## src/rtl/div_issue_ctrl_pkg.sv

```systemverilog
// Shared types and constants for the DIV/DIVU issue sequencer and its watchdog.
package div_issue_ctrl_pkg;

    typedef enum logic [1:0] {
        IDLE    = 2'd0,
        RUN     = 2'd1,
        ABORT   = 2'd2,
        RELEASE = 2'd3
    } div_state_e;

    localparam logic [31:0] DIV_ZERO_LO          = 32'hFFFF_FFFF;
    localparam int unsigned DIV_TIMEOUT_DEFAULT  = 15;
    localparam int unsigned DIV_CNT_W_DEFAULT    = 4;

endpackage

```

## src/rtl/div_watchdog.sv

```systemverilog
// RUN-cycle counter for the divide sequencer; flags expiry and emits a one-cycle
// timeout pulse when the operation is forced into ABORT.
module div_watchdog #(
    parameter int unsigned TIMEOUT_CYCLES = 15,
    parameter int unsigned CNT_W          = 4
) (
    input  logic clk,
    input  logic rst,
    input  logic i_clear,
    input  logic i_run,
    input  logic i_cancel,
    output logic o_expire,
    output logic o_timeout
);

    logic [CNT_W-1:0] r_cnt;
    logic [CNT_W-1:0] w_cnt_inc;
    logic             r_timeout;

    assign w_cnt_inc = r_cnt + CNT_W'(1);
    assign o_expire  = i_run && (w_cnt_inc == CNT_W'(TIMEOUT_CYCLES));
    assign o_timeout = r_timeout;

    always_ff @(posedge clk or negedge rst) begin
        if (!rst) begin
            r_cnt     <= '0;
            r_timeout <= 1'b0;
        end else begin
            // A ready or flush in the expiry cycle takes priority, so no pulse then.
            r_timeout <= o_expire && !i_cancel;
            if (i_clear) begin
                r_cnt <= '0;
            end else if (i_run) begin
                r_cnt <= w_cnt_inc;
            end
        end
    end

endmodule

```

## src/rtl/div_issue_ctrl.sv

```systemverilog
// EX-stage DIV/DIVU sequencer: operand capture, divider start/ready handshake,
// pipeline stall and HI/LO write-back. Optional zero-divisor bypass: DIV_ZERO_BYPASS_EN.
module div_issue_ctrl
    import div_issue_ctrl_pkg::*;
#(
    parameter int unsigned TIMEOUT_CYCLES = DIV_TIMEOUT_DEFAULT,
    parameter int unsigned CNT_W          = DIV_CNT_W_DEFAULT
) (
    input  logic        clk,
    input  logic        rst,
    input  logic        ex_div_valid,
    input  logic        ex_div_signed,
    input  logic [31:0] ex_src_a,
    input  logic [31:0] ex_src_b,
    input  logic        flush,
    output logic        stall_req,
    output logic        div_start,
    output logic        div_signed,
    output logic [31:0] div_a,
    output logic [31:0] div_b,
    input  logic [63:0] div_result,
    input  logic        div_ready,
    output logic        hilo_we,
    output logic [31:0] hi_wdata,
    output logic [31:0] lo_wdata,
    output logic        div_timeout
);

    div_state_e  r_state;
    div_state_e  w_state_nxt;
    logic        w_issue;
    logic        w_write;
    logic        w_bypass;
    logic        w_stall;
    logic        w_expire;
    logic        r_start;
    logic        r_signed;
    logic [31:0] r_div_a;
    logic [31:0] r_div_b;
    logic        r_hilo_we;
    logic [31:0] r_hi;
    logic [31:0] r_lo;

    div_watchdog #(
        .TIMEOUT_CYCLES (TIMEOUT_CYCLES),
        .CNT_W          (CNT_W)
    ) u_watchdog (
        .clk       (clk),
        .rst       (rst),
        .i_clear   (w_issue),
        .i_run     (r_state == RUN),
        .i_cancel  (div_ready || flush),
        .o_expire  (w_expire),
        .o_timeout (div_timeout)
    );

    always_comb begin
        w_state_nxt = r_state;
        w_issue     = 1'b0;
        w_write     = 1'b0;
        w_bypass    = 1'b0;
        w_stall     = 1'b0;
        case (r_state)
            IDLE: begin
                // A bypassed zero-divide writes HI/LO from IDLE; that cycle retires it.
                if (ex_div_valid && !flush && !r_hilo_we) begin
                    w_stall = 1'b1;
`ifdef DIV_ZERO_BYPASS_EN
                    if (ex_src_b == '0) begin
                        w_bypass = 1'b1;
                    end else begin
                        w_issue     = 1'b1;
                        w_state_nxt = RUN;
                    end
`else
                    w_issue     = 1'b1;
                    w_state_nxt = RUN;
`endif
                end
            end
            RUN: begin
                w_stall = !flush;
                if (div_ready) begin
                    w_write     = !flush;
                    w_state_nxt = RELEASE;
                end else if (flush || w_expire) begin
                    w_state_nxt = ABORT;
                end
            end
            ABORT: begin
                w_stall = ex_div_valid && !r_hilo_we && !flush;
                if (div_ready) begin
                    w_state_nxt = RELEASE;
                end
            end
            RELEASE: begin
                w_stall = ex_div_valid && !r_hilo_we && !flush;
                if (!div_ready) begin
                    w_state_nxt = IDLE;
                end
            end
            default: w_state_nxt = IDLE;
        endcase
    end

    always_ff @(posedge clk or negedge rst) begin
        if (!rst) begin
            r_state <= IDLE;
        end else begin
            r_state <= w_state_nxt;
        end
    end

    always_ff @(posedge clk or negedge rst) begin
        if (!rst) begin
            r_start   <= 1'b0;
            r_signed  <= 1'b0;
            r_div_a   <= '0;
            r_div_b   <= '0;
            r_hilo_we <= 1'b0;
            r_hi      <= '0;
            r_lo      <= '0;
        end else begin
            // Start stays up through ABORT: the divider must finish before Start drops.
            r_start   <= (w_state_nxt == RUN) || (w_state_nxt == ABORT);
            r_hilo_we <= w_write || w_bypass;
            if (w_issue) begin
                r_signed <= ex_div_signed;
                r_div_a  <= ex_src_a;
                r_div_b  <= ex_src_b;
            end
            if (w_write) begin
                r_hi <= div_result[63:32];
                r_lo <= div_result[31:0];
            end else if (w_bypass) begin
                r_hi <= ex_src_a;
                r_lo <= DIV_ZERO_LO;
            end
        end
    end

    assign stall_req  = w_stall;
    assign div_start  = r_start;
    assign div_signed = r_signed;
    assign div_a      = r_div_a;
    assign div_b      = r_div_b;
    assign hilo_we    = r_hilo_we;
    assign hi_wdata   = r_hi;
    assign lo_wdata   = r_lo;

endmodule

```

## config.mk

```make
export PLATFORM = sky130hd
export DESIGN_NAME = div_issue_ctrl
export DESIGN_NICKNAME = d
export VERILOG_FILES = /design/src/rtl/div_issue_ctrl_pkg.sv /design/src/rtl/div_watchdog.sv /design/src/rtl/div_issue_ctrl.sv
export SDC_FILE = /design/constraint.sdc
export NUM_CORES = 1
export LEC_CHECK = 0
export ABC_AREA = 0
export CAP_MARGIN = 20
export CORE_UTILIZATION = 45
export CTS_CLUSTER_DIAMETER = 100
export DETAILED_ROUTE_END_ITERATION = 6
export DONT_BUFFER_PORTS = 1
export GPL_ROUTABILITY_DRIVEN = 0
export HOLD_SLACK_MARGIN = 0.12
export RECOVER_POWER = 25
export SYNTH_ARGS = -nofsm -noshare
export SYNTH_HDL_FRONTEND = slang
export SYNTH_SLANG_ARGS = --single-unit
```

## constraint.sdc

```tcl
create_clock -name clk -period 2.04 [get_ports clk]
set_input_delay 0.408 -clock clk [delete_from_list [all_inputs] [get_ports clk]]
set_output_delay 0.408 -clock clk [all_outputs]
set_load 0.02 [all_outputs]
```

Word level (Yosys, flattened, before mapping)
Index checks and enable logic that the tools add are counted.
- add/sub/neg operators: 1
- eq/ne operators: 6
- muxes and demuxes: 13
- reduce and logical (&&, ||, !) cells: 15
- operator list (operator ; count):
    $mux 2 ; 5
    $mux 4 ; 2
    $pmux 2 s4 ; 1
    $eq 2x2->1 const B ; 3
    $logic_and 1x1->1 ; 6
    $add 4x1->4 const B ; 1
    $eq 2x1->1 const B ; 2
    $eq 4x4->1 const B ; 1
    $mux 1 ; 4
    $logic_not 1->1 ; 3
    $logic_or 1x1->1 ; 3
    $pmux 1 s3 ; 1
    $logic_not 2->1 ; 1
    $reduce_bool 2->1 ; 1
    $reduce_or 2->1 ; 1
- bits in registers: 138
- bits of input ports: 134
- output and inout port bits: 133

Longest topological paths before layout
Gate-level depths: netlist (run 1).
- depth in word-level cells: 9
- mapped depth: 6
- depth with buffers taken out: 4

Cells and area by module
From an unflattened synthesis (run 1), not the netlist that was laid out.
- cell total of the unflattened synthesis: 317
- area, all modules: 5282.6 sq um
- by module, submodules not included (module ; times used ; cells an instance ; area an instance (sq um)):
    div_issue_ctrl ; 1 ; 292 ; 5022.3
    div_watchdog ; 1 ; 25 ; 260.2

Worst setup path before layout (run 1)
No wires, ideal clock.
- path kind: flip-flop to flip-flop
- from: reg r_hilo_we (netlist: hilo_we)
- to: reg r_div_b[10] (netlist: div_b[10])
- setup time: 127 ps
- arrival time: 1523 ps
- required time: 1913 ps
- slack: 390 ps
- stages on the path, launching flop included: 6
- clock period less this slack: 1650 ps
- path through: dfrtp_1 > nand2b_1 > nor4_4 > buf_4 > buf_6 > mux2_1
- word-level cells in the longest chain between the ends: 4
- RTL lines (what ; line ; source):
    start: declaration ; div_issue_ctrl.sv:40 ; logic r_hilo_we;
    start signal: assignment ; div_issue_ctrl.sv:126 ; r_hilo_we <= w_write || w_bypass;
    $logic_not 1->1 ; div_issue_ctrl.sv:66 ; if (ex_div_valid && !flush && !r_hilo_we) begin
    $logic_and 1x1->1 ; div_issue_ctrl.sv:66 ;
    $mux 1 ; div_issue_ctrl.sv:66 ;
    $mux 1 ; div_issue_ctrl.sv:63 ; case (r_state)
    end signal: assignment ; div_issue_ctrl.sv:130 ; r_div_b <= ex_src_b;
    end: declaration ; div_issue_ctrl.sv:39 ; logic [31:0] r_div_b;
Every way passes these cells.
A chain may end at the register's enable or synchronous reset.

Worst setup path after layout (run 1)
- from: reg r_hilo_we (netlist: hilo_we)
- to: out stall_req
- word-level cells in the longest chain between the ends: 4
- elaborated cells on any way between the ends: 6
- RTL lines (what ; line ; source):
    $logic_not 1->1 (*) ; div_issue_ctrl.sv:66, div_issue_ctrl.sv:91, div_issue_ctrl.sv:97 ;
    $logic_and 1x1->1, on equally long branches ; div_issue_ctrl.sv:66, div_issue_ctrl.sv:91, div_issue_ctrl.sv:97 ;
    $mux 1 / $logic_and 1x1->1 (equally long branches) ; div_issue_ctrl.sv:66, div_issue_ctrl.sv:91, div_issue_ctrl.sv:97 ;
    $pmux 1 s3 (*) ; div_issue_ctrl.sv:63 ;
    end: declaration ; div_issue_ctrl.sv:16 ; output logic stall_req,
Every way passes the cells marked *; elsewhere a longest branch is shown, timed or not.

==> results of run 1 <==
-- sequential cells by signal, summed over array words and instances (netlist names) --
signal / count
r_state: 2
div_start: 1
div_b: 32
u_watchdog.o_timeout: 1
div_a: 32
div_signed: 1
hi_wdata: 32
u_watchdog.r_cnt: 4
hilo_we: 1
lo_wdata: 32
-- worst paths after layout --
| path | from | endpoint | slack (ps) | cells past startpoint |
|---|---|---|---|---|
| max reg2reg | hilo_we | div_b[0] | 240 | 4 |
| max in group asynchronous | rst | hi_wdata[24] | 2120 | 0 |
| min in group clk | ex_src_b[15] | div_b[15] | 140 | 1 |
| min reg2reg | u_watchdog.r_cnt[2] | u_watchdog.r_cnt[2] | 560 | 1 |
| max | hilo_we | stall_req | 140 | 2 |
| min | rst | div_a[0] | -300 | 0 |
-- area by class of cell --
type	count	area [sq um]
clock buffers	19	443
clock inverters	13	214
fillers	954	5290
inverters	1	3.75
multi-input cells	160	1710
flip-flops and latches	138	3450
well taps	143	179
repair buffers	11	128
-- cells in the final DEF, fill, tap and decap left out, drive strengths merged, types with 3 or more instances in the layout --
cell / n
buf: 3
dfrtp: 138
nand2b: 4
mux2: 130
clkinv: 3
inv: 4
clkbuf: 19
dlygate4sd3: 8
bufinv: 5
-- routing by layer --
layer | wire length (microns) | up-vias | global-route usage, %
met2 | 4970 | 184 | 26.0
met5 | 0 | - | 0
li1 | - | 1147 | -
met3 | 1290 | 22 | 8.64
met1 | 3260 | 1348 | 15.4
met4 | 264 | 0 | 9.40
-- repair_timing --
action / CTS / global route
buffers inserted: 0 / 0
resized for setup: 1 / 0
hold endpoints to repair: 145 / 138
setup endpoints to repair: 1 / 0
-- where the power goes --
part / internal (mW) / switching (mW) / leakage, nW
clock: 2.22 / 1.13 / 0.315
sequential: 4.09 / 2.63 / 1.66
combinational: 1.16 / 0.564 / 0.652
total: 7.47 / 4.33 / 2.63
-- kinds of logic after synthesis --
logic type,count (synthesis),share of synthesized area [%]
simple gates,15,2.15
flops,138,65.4
xor+xnor,2,0.332
fa+ha+maj,2,0.474
buf+inv,16,2.49
mux,130,27.7
compound gates,11,1.49
-- critical path: cells and delay by family (launching register included) --
family / cells / cell delay (ps)
DFF: 1 / 460
AOI/OAI and AO/OA: 1 / 350
and+or+nand+nor: 1 / 280
-- stage by stage --
stage | total power, mW | util, %
2_1_floorplan | 7.99 | -
3_3_place_gp | 8.42 | 47.2
3_5_place_dp | 8.53 | 47.2
4_1_cts | 12.0 | 53.7
5_1_grt | 12.4 | 53.7
6_report | 11.8 | 53.7
==> out/qor.yml, run 1 <==
sta:
  setup_viol: 0
  hold_violations: 138
  finalSetupTns_ps: 0
  finClkSkew_ps: 5.40
  fin_crit_sh_pct: 92.9
  clock.fmax_ghz: 0.528
  tightest_slew_ps: 375
  fin_ws_ps: 144
  rsz0062_at_grt: "false"
  period_needed_ps: 1900
  slew_violations: 0
  hold_slack_ps: -299
  slew_headroom_pct: 75.0
die:
  dieArea_sq_mm: 0.0122
  die_w_microns: 110
  die_h_microns: 110
  io_pins: 267
  start_util_pct: 46.3
  fp-row-count: 39
  core_region_area_sq_mm: 0.0114
synth:
  synthCells: 314
  ys_seq_area_share_pct: 65.4
  ys.flop_type: "dfrtp_1"
  synth_edf_count: 0
  yosysTopAreaCell: "dfrtp_1"
  synth.area.top_cells: "dfrtp_1 65%, mux2_2 24%, mux2_1 3.6%"
  syn_nets: 450
  yosysTopAreaCellShare_pct: 65.4
  ys_warn_count: 0
  synth_area_sq_mm: 0.00528
  synth-seq-cells: 138
  postSynthAreaPerCell_sq_um: 16.8
  ys_async_sr_fraction_pct: 100
  synth_common_cells: "138 x dfrtp_1, 113 x mux2_2, 17 x mux2_1"
  synth.most_common_cell: "dfrtp_1"
  synth.distinct_cells: 28
clock_network:
  clock_sinks: 138
  htreeDepth: 4
  clk_latency_ps: 400
  cts_buffers: 17
  cts_max_path_buffers: 2
  cts_root_buffer: "clkbuf_16"
  tritoncts: "done"
  hold_buffers: 8
  clk_pin_slew_ps: 50
critical_path:
  required_ps: 1630
  crit_fanout: 3
  critPathKind: "reg -> out"
  start_kind: "register"
  endpoint_kind: "output port"
  crit_arrival_ps: 1490
  max_stage_delay_ps: 460
  crit_chain: "nand2b_1 > a21oi_2"
  cpMaxStageDelayCell: "dfrtp_1"
placed_design:
  hpwl_mm: 6.80
  place_inst: 445
  post_dp_cell_area_sq_mm: 0.00539
  pre_cts_ws_ps: 252
  port_buffers: 0
grt:
  grt_max_degree: 139
  track_usage_pct: 15.7
  overflow: 0
  grt_pass1_wl_mm: 13.9
  grt_pass1_vias: 2789
  antenna_found_initial: 0
detailed_routing:
  drc_errors: 0
  num_vias: 2701
  drt.antenna.violating_nets: 0
  vias_per_cell: 5.57
  drt_wl_total_mm: 9.78
  firstDrtPassIters: 4
  drt_iter0_drc: 119
  wire_per_inst_microns: 20.2
pwr:
  power_leakage_nw: 2.63
  powerDensity_mw_per_mm2: 1920
  ir_drop_mv: 0.894
status:
  violations: "negative hold slack"
  status: "complete, but fails checks"
cells_and_area:
  antenna_cells: 0
  nets: 465
  final_cells: 485
  drive_above_1_share_pct: 44.2
  stdcell_area_sq_mm: 0.00613
  syn2layout_area_growth_pct: 16.0
job:
  cap_violations: 0
hold_path:
  min_path_type: "in -> async"
Note: power is estimated with default switching activity, not from simulation.
==> run 2: changes to the inputs <==
--- a/config.mk
+++ b/config.mk
@@ -7,13 +7,16 @@
 export LEC_CHECK = 0
 export ABC_AREA = 0
 export CAP_MARGIN = 20
-export CORE_UTILIZATION = 45
+export CORE_AREA = 2 2 103 105
 export CTS_CLUSTER_DIAMETER = 100
 export DETAILED_ROUTE_END_ITERATION = 6
+export DIE_AREA = 0 0 105 107
 export DONT_BUFFER_PORTS = 1
 export GPL_ROUTABILITY_DRIVEN = 0
 export HOLD_SLACK_MARGIN = 0.12
+export PLACE_DENSITY = 0.67
 export RECOVER_POWER = 25
+export SKIP_LAST_GASP = 1
 export SYNTH_ARGS = -nofsm -noshare
 export SYNTH_HDL_FRONTEND = slang
 export SYNTH_SLANG_ARGS = --single-unit
==> run 2 against run 1 <==
Effect of this change:
- the flow now stops in clock tree synthesis
- area after synthesis unchanged
- synthesized cell count did not move
==> out/qor.yml, run 2 <==
synth:
  synth-seq-cells: 138  # unchanged
  ys_async_sr_fraction_pct: 100  # unchanged
  yosysTopAreaCell: "dfrtp_1"  # unchanged
  ys.flop_type: "dfrtp_1"  # unchanged
  synth.distinct_cells: 28  # unchanged
  ys_warn_count: 0  # unchanged
  synth_area_sq_mm: 0.00528  # unchanged
  synth.most_common_cell: "dfrtp_1"  # unchanged
  synth_edf_count: 0  # unchanged
  synth_common_cells: "138 x dfrtp_1, 113 x mux2_2, 17 x mux2_1"  # unchanged
  synthCells: 314  # unchanged
  postSynthAreaPerCell_sq_um: 16.8  # unchanged
  yosysTopAreaCellShare_pct: 65.4  # unchanged
  synth.area.top_cells: "dfrtp_1 65%, mux2_2 24%, mux2_1 3.6%"  # unchanged
  ys_seq_area_share_pct: 65.4  # unchanged
  syn_nets: 450  # unchanged
clock_network:
  hold_buffers: 101  # was 8
  cts_root_buffer: "clkbuf_8"  # was clkbuf_16
  cts_max_path_buffers: 2  # unchanged
  clock_sinks: 138  # unchanged
  htreeDepth: 4  # unchanged
  post_cts_buffers: 0  # unchanged
  ctsResizeCount: 1  # unchanged
  cts_buffers: 17  # unchanged
die:
  die_w_microns: 105  # was 110 microns
  io_pins: 267  # unchanged
  start_util_pct: 52.4  # was 46.3%
  fp-row-count: 37  # was 39
  die_h_microns: 107  # was 110 microns
status:
  error: "[ERROR RSZ-0060] Max buffer count reached."
  status: "did not finish"  # was complete, but fails checks
  haltStage: "clock tree synthesis"
placed_design:
  port_buffers: 0  # unchanged
  hpwl_mm: 7.06  # was 6.80 mm
  place_inst: 438  # was 445
[run 2: cell counts after synthesis]
Identical to the previous run, type by type.
[run 2: kinds of logic after synthesis]
| kind of cell | after synthesis | synth area share, % |
|---|---|---|
| flops | 138 | 65.4 |
| mux | 130 | 27.7 |
| buf+inv | 16 | 2.49 |
| simple gates | 15 | 2.15 |
| compound gates | 11 | 1.49 |
| xor+xnor | 2 | 0.332 |
| fa+ha+maj | 2 | 0.474 |
[run 2: stage by stage]
stage / hold slack [ps] / cell area [sq um] / util (%) / worst slack (ps)
after floorplan: 112 / 5280 / - / 390
after global placement: 115 / 5380 / 53.3 / 276
after detailed placement: 115 / 5380 / 53.3 / 249
==> run 3: changes to the inputs <==
--- a/config.mk
+++ b/config.mk
@@ -7,14 +7,11 @@
 export LEC_CHECK = 0
 export ABC_AREA = 0
 export CAP_MARGIN = 20
-export CORE_AREA = 2 2 103 105
-export CTS_CLUSTER_DIAMETER = 100
+export CORE_UTILIZATION = 40
 export DETAILED_ROUTE_END_ITERATION = 6
-export DIE_AREA = 0 0 105 107
 export DONT_BUFFER_PORTS = 1
 export GPL_ROUTABILITY_DRIVEN = 0
-export HOLD_SLACK_MARGIN = 0.12
-export PLACE_DENSITY = 0.67
+export PLACE_DENSITY_LB_ADDON = 0.15
 export RECOVER_POWER = 25
 export SKIP_LAST_GASP = 1
 export SYNTH_ARGS = -nofsm -noshare
==> run 3 against run 2 <==
Effect of this change:
- the flow now finishes, with violations (negative hold slack)
==> out/qor.yml, run 3 (same netlist as run 1, synthesis figures left out) <==
status:
  status: "complete, but fails checks"  # was did not finish
  violations: "negative hold slack"
clock_network:
  htreeDepth: 4  # unchanged
  clock_sinks: 138  # unchanged
  tritoncts: "done"
  post_cts_buffers: 0  # unchanged
  clk_pin_slew_ps: 50
  clk_latency_ps: 400
  cts_buffers: 17  # unchanged
  cts_max_path_buffers: 2  # unchanged
  cts_root_buffer: "clkbuf_16"  # was clkbuf_8
critical_path:
  endpoint_kind: "output port"
  r2r_slack_ps: 260
  crit_arrival_ps: 1440
  timing.rr.end: "lo_wdata[18]"
  crit_chain: "nand2b_1 > a21oi_2"
  cpMaxStageDelayCell: "dfrtp_1"
  max_stage_delay_ps: 460
  rr_worst_depth: 4
  reg2reg_from: "r_state[1]"
  crit_fanout: 3
  required_ps: 1630
  cp_top_family: "flip-flops"
  critPathKind: "reg -> out"
  start_kind: "register"
  critPathBufInv: 0
detailed_routing:
  drt_iter0_drc: 101
  drt_wl_total_mm: 10.1
  wl_met3_mm: 1.50
  drt.antenna.violating_nets: 0
  dr.max_layer_used: "met4"
  vias_per_cell: 5.21
  met1_length_mm: 3.50
  wire_per_inst_microns: 20.1
  num_vias: 2616
  drc_errors: 0
  routed-wl-met2_mm: 4.93
  firstDrtPassIters: 4
cells_and_area:
  most-common-layout-cells: "138 x dfrtp_1, 113 x mux2_2, 17 x mux2_1, 17 x clkbuf_16, 5 x clkbuf_1"
  drive_above_1_share_pct: 43.3
  antenna_cells: 0
  nets: 457
  fillCellCount: 1129
  final_common_cell: "dfrtp_1"
  syn2layout_area_growth_pct: 12.5
die:
  io_pins: 267  # unchanged
  start_util_pct: 41.4  # was 52.4%
  core_region_area_sq_mm: 0.0128
  die_h_microns: 117  # was 107 microns
  dieArea_sq_mm: 0.0137
  fp-row-count: 41  # was 37
  die_w_microns: 117  # was 105 microns
placed_design:
  hpwl_mm: 7.15  # was 7.06 mm
  pre_cts_ws_ps: 266  # was 249 ps
  port_buffers: 0  # unchanged
grt:
  overflow: 0
  grt_pass1_wl_mm: 14.3
  grt_max_degree: 139
  track_usage_pct: 14.5
  grt_pass1_vias: 2703
  antenna_found_initial: 0
sta:
  hold_violations: 138
  fin_ws_ps: 192
  tightest_slew_ps: 354
  setup_viol: 0
  finClkSkew_ps: 6.19
  slew_violations: 0
  clock.fmax_ghz: 0.541
  fin_crit_sh_pct: 90.6
  hold_slack_ps: -299
  finalSetupTns_ps: 0
  rsz0062_at_grt: "false"
  period_needed_ps: 1850
  slew_headroom_pct: 76.4
pwr:
  ir_drop_mv: 0.877
  power_leakage_nw: 2.54
  powerDensity_mw_per_mm2: 1870
hold_path:
  min_path_type: "in -> async"
job:
  cap_violations: 0
run 3: layout make-up:
cell class	count	area [sq um]	area share, %
Clock inverter	4	45.0	0.758
Timing Repair Buffer	3	47.5	0.800
Multi-Input combinational cell	160	1710	28.7
Sequential cell	138	3450	58.1
Inverter	1	3.75	0.0631
Tap cell	172	215	3.62
Clock buffer	24	472	7.93
run 3: routing by layer:
layer	track usage, %	vias to the layer above
met5	0	-
met4	6.84	0
met3	9.06	11
met2	23.8	186
met1	14.5	1295
li1	-	1124
run 3: stage by stage:
| step | std cells | power (mW) | hold WS [ps] | util, % | cell area, sq um |
|---|---|---|---|---|---|
| after floorplan | 314 | 7.99 | 112 | - | 5280 |
| after global placement | 474 | 8.46 | 116 | 42.5 | 5430 |
| after detailed placement | 474 | 8.56 | 116 | 42.5 | 5430 |
| after CTS | 502 | 11.3 | -321 | 46.5 | 5940 |
| after global routing | 502 | 11.8 | -331 | 46.5 | 5950 |
| final | 502 | 11.1 | -299 | 46.5 | 5950 |
run 3: worst reg2reg max path: stages (launching register included):
cell and delay (ps):
dfrtp_1 470, nand2b_4 220, nor3b_4 230, buf_12 320, mux2_2 420
run 3: timing repair:
item	4_1_cts	5_1_grt
gates resized for setup	0	1
endpoints found under the hold margin	138	138
setup endpoints to repair	0	1
run 3: how the worst max path moves through the flow:
stage                    start      endpoint  slack [ps]  depth (start not counted)
detailed placement  r_state[1]  lo_wdata[16]         270                          4
CTS                    hilo_we     stall_req          10                          2
global route        r_state[1]  lo_wdata[20]         140                          4
global placement       hilo_we     div_b[27]         290                          4
floorplan              hilo_we     div_b[10]         390                          5
finish                 hilo_we     stall_req         190                          2
run 3: power breakdown:
part | switching [mW] | internal (mW) | total, mW
combinational | 0.549 | 1.15 | 1.70
sequential | 2.65 | 4.09 | 6.75
clock | 0.998 | 1.71 | 2.70
==> run 4: changes to the inputs <==
--- a/config.mk
+++ b/config.mk
@@ -7,12 +7,11 @@
 export LEC_CHECK = 0
 export ABC_AREA = 0
 export CAP_MARGIN = 20
-export CORE_UTILIZATION = 40
+export CORE_UTILIZATION = 30
 export DETAILED_ROUTE_END_ITERATION = 6
 export DONT_BUFFER_PORTS = 1
 export GPL_ROUTABILITY_DRIVEN = 0
 export PLACE_DENSITY_LB_ADDON = 0.15
-export RECOVER_POWER = 25
 export SKIP_LAST_GASP = 1
 export SYNTH_ARGS = -nofsm -noshare
 export SYNTH_HDL_FRONTEND = slang
==> run 4 against run 3 <==
Effect of this change:
- global-route usage down 2.5 points
- register-to-register slack worse by 40 ps
- clock skew about the same
- clock power up 26%
- largest cell class unchanged
- clock-buffer cell count down 6
- the run still ends with negative hold slack left
- highest routed layer is now met5
- critical endpoint unchanged
==> out/qor.yml, run 4 (same netlist as run 1, synthesis figures left out) <==
detailed_routing:
  drt_wl_total_mm: 10.6  # was 10.1 mm
  drt_iter0_drc: 73  # was 101
  drt.antenna.violating_nets: 0  # unchanged
  drc_errors: 0  # unchanged
  wire_per_inst_microns: 18.9  # was 20.1 microns
  firstDrtPassIters: 4  # unchanged
  vias_per_cell: 4.70  # was 5.21
  num_vias: 2630  # was 2616
cells_and_area:
  nets: 458  # was 457
  final_common_cell: "dfrtp_1"  # unchanged
  fin_util_pct: 35.7  # was 46.5%
  final_cells: 560  # was 502
  fillCellCount: 1675  # was 1129
  most-common-layout-cells: "138 x dfrtp_1, 113 x mux2_2, 17 x mux2_1, 17 x clkbuf_16, 5 x bufinv_16"  # was 138 x dfrtp_1, 113 x mux2_2, 17 x mux2_1, 17 x clkbuf_16, 5 x clkbuf_1
  drive_above_1_share_pct: 45.4  # was 43.3%
  stdcell_area_sq_mm: 0.00616  # was 0.00595 sq mm
  multiInputGateArea_sq_mm: 0.00171  # about the same
  syn2layout_area_growth_pct: 16.5  # was 12.5%
  regArea_sq_mm: 0.00345  # unchanged
  antenna_cells: 0  # unchanged
placed_design:
  port_buffers: 0  # unchanged
  place_inst: 528  # was 474
  post_dp_cell_area_sq_mm: 0.00550  # was 0.00543 sq mm
  hpwl_mm: 7.24  # was 7.15 mm
  pre_cts_ws_ps: 233  # was 266 ps
critical_path:
  endpoint_kind: "output port"  # unchanged
  critPathKind: "reg -> out"  # unchanged
  critPathBufInv: 1  # was 0
  max_stage_delay_ps: 470  # was 460 ps
  crit_arrival_ps: 1450  # was 1440 ps
  cpMaxStageDelayCell: "dfrtp_1"  # unchanged
  start_kind: "register"  # unchanged
  cp_top_family: "flip-flops"  # unchanged
  crit_fanout: 3  # unchanged
  required_ps: 1630  # about the same
  crit_chain: "nand2b_1 > a21oi_1 > buf_4"  # was nand2b_1 > a21oi_2
die:
  start_util_pct: 30.7  # was 41.4%
  core_region_area_sq_mm: 0.0172  # was 0.0128 sq mm
  die_w_microns: 135  # was 117 microns
  die_h_microns: 135  # was 117 microns
  io_pins: 267  # unchanged
  dieArea_sq_mm: 0.0181  # was 0.0137 sq mm
  fp-row-count: 48  # was 41
sta:
  finClkSkew_ps: 6.12  # was 6.19 ps
  setup_viol: 0  # unchanged
  hold_violations: 138  # unchanged
  rsz0062_at_grt: "false"  # unchanged
  clock.fmax_ghz: 0.537  # was 0.541 GHz
  fin_crit_sh_pct: 91.2  # was 90.6%
  tightest_slew_ps: 371  # was 354 ps
  period_needed_ps: 1860  # was 1850 ps
  slew_violations: 0  # unchanged
  fin_ws_ps: 179  # was 192 ps
  finalSetupTns_ps: 0  # unchanged
  slew_headroom_pct: 75.3  # was 76.4%
  hold_slack_ps: -307  # was -299 ps
grt:
  antenna_found_initial: 1  # was 0
  grt_max_degree: 139  # unchanged
  use_met3_pct: 6.87  # was 9.06%
  overflow: 0  # unchanged
  met1_usage_pct: 12.7  # was 14.5%
  track_usage_pct: 12.0  # was 14.5%
  grt_pass1_vias: 2905  # was 2703
  grt.met2_usage_pct: 18.8  # was 23.8%
  grt_pass1_wl_mm: 16.2  # was 14.3 mm
  busiest_layer: "met2"  # unchanged
job:
  cap_violations: 0  # unchanged
clock_network:
  clk_latency_ps: 410  # was 400 ps
  cts_root_buffer: "clkbuf_16"  # unchanged
  htreeDepth: 4  # unchanged
  tritoncts: "done"  # unchanged
  cts_buffers: 17  # unchanged
  clk_pin_slew_ps: 60  # was 50 ps
  post_cts_buffers: 0  # unchanged
  cts_max_path_buffers: 2  # unchanged
  clock_sinks: 138  # unchanged
  ctsResizeCount: 0  # unchanged
hold_path:
  min_path_type: "in -> async"  # unchanged
pwr:
  ir_drop_mv: 0.618  # was 0.877 mV
  power_leakage_nw: 2.60  # was 2.54 nW
  powerDensity_mw_per_mm2: 1920  # was 1870 mW/mm^2
  finalPower_mw: 11.8  # was 11.1 mW
status:
  status: "complete, but fails checks"  # unchanged
  violations: "negative hold slack"  # unchanged
[run 4: cell count changes in the layout (fill, tap and decap cells not counted), sizes merged]
cell / previous run / this run
clkbuf: 24 / 18
inv: 1 / 3
clkinvlp: 0 / 2
buf: 3 / 4
clkinv: 3 / 5
bufinv: 1 / 5
[run 4: area by class of cell]
| cell class | instances | area share (%) |
|---|---|---|
| clock buffers | 18 | 7.13 |
| multi-input cells | 160 | 27.7 |
| well taps | 225 | 4.57 |
| clock inverters | 14 | 3.56 |
| inverters | 1 | 0.0610 |
| flip-flops and latches | 138 | 56.1 |
| repair buffers | 4 | 0.894 |
[run 4: final timing paths]
path	start	to	slack, ps	depth (start not counted)
setup / recovery	hilo_we	stall_req	180	3
hold / removal	rst	div_a[0]	-310	0
setup reg to reg	r_state[1]	lo_wdata[11]	220	4
hold reg to reg	u_watchdog.r_cnt[3]	u_watchdog.r_cnt[3]	550	2
max in group asynchronous	rst	lo_wdata[21]	2210	0
min in group clk	div_ready	u_watchdog.o_timeout	70	1
[run 4: metal layers]
metal  vias up  routed length [microns]
li1       1136                        -
met1      1288                     3820
met2       187                     5080
met3        17                     1440
met4         2                      242
met5         -                       13
[run 4: where the power goes]
group          internal (mW)  switching, mW
registers               4.09           2.64
logic                   1.15          0.560
clock network           2.21           1.19
[run 4: worst reg2reg max path, delay by kind of cell, from the launching register on]
family	cells	cell delay, ps
multiplexers	1	470
AND/OR/NAND/NOR	2	450
buffers and inverters	1	310
flip-flops	1	470
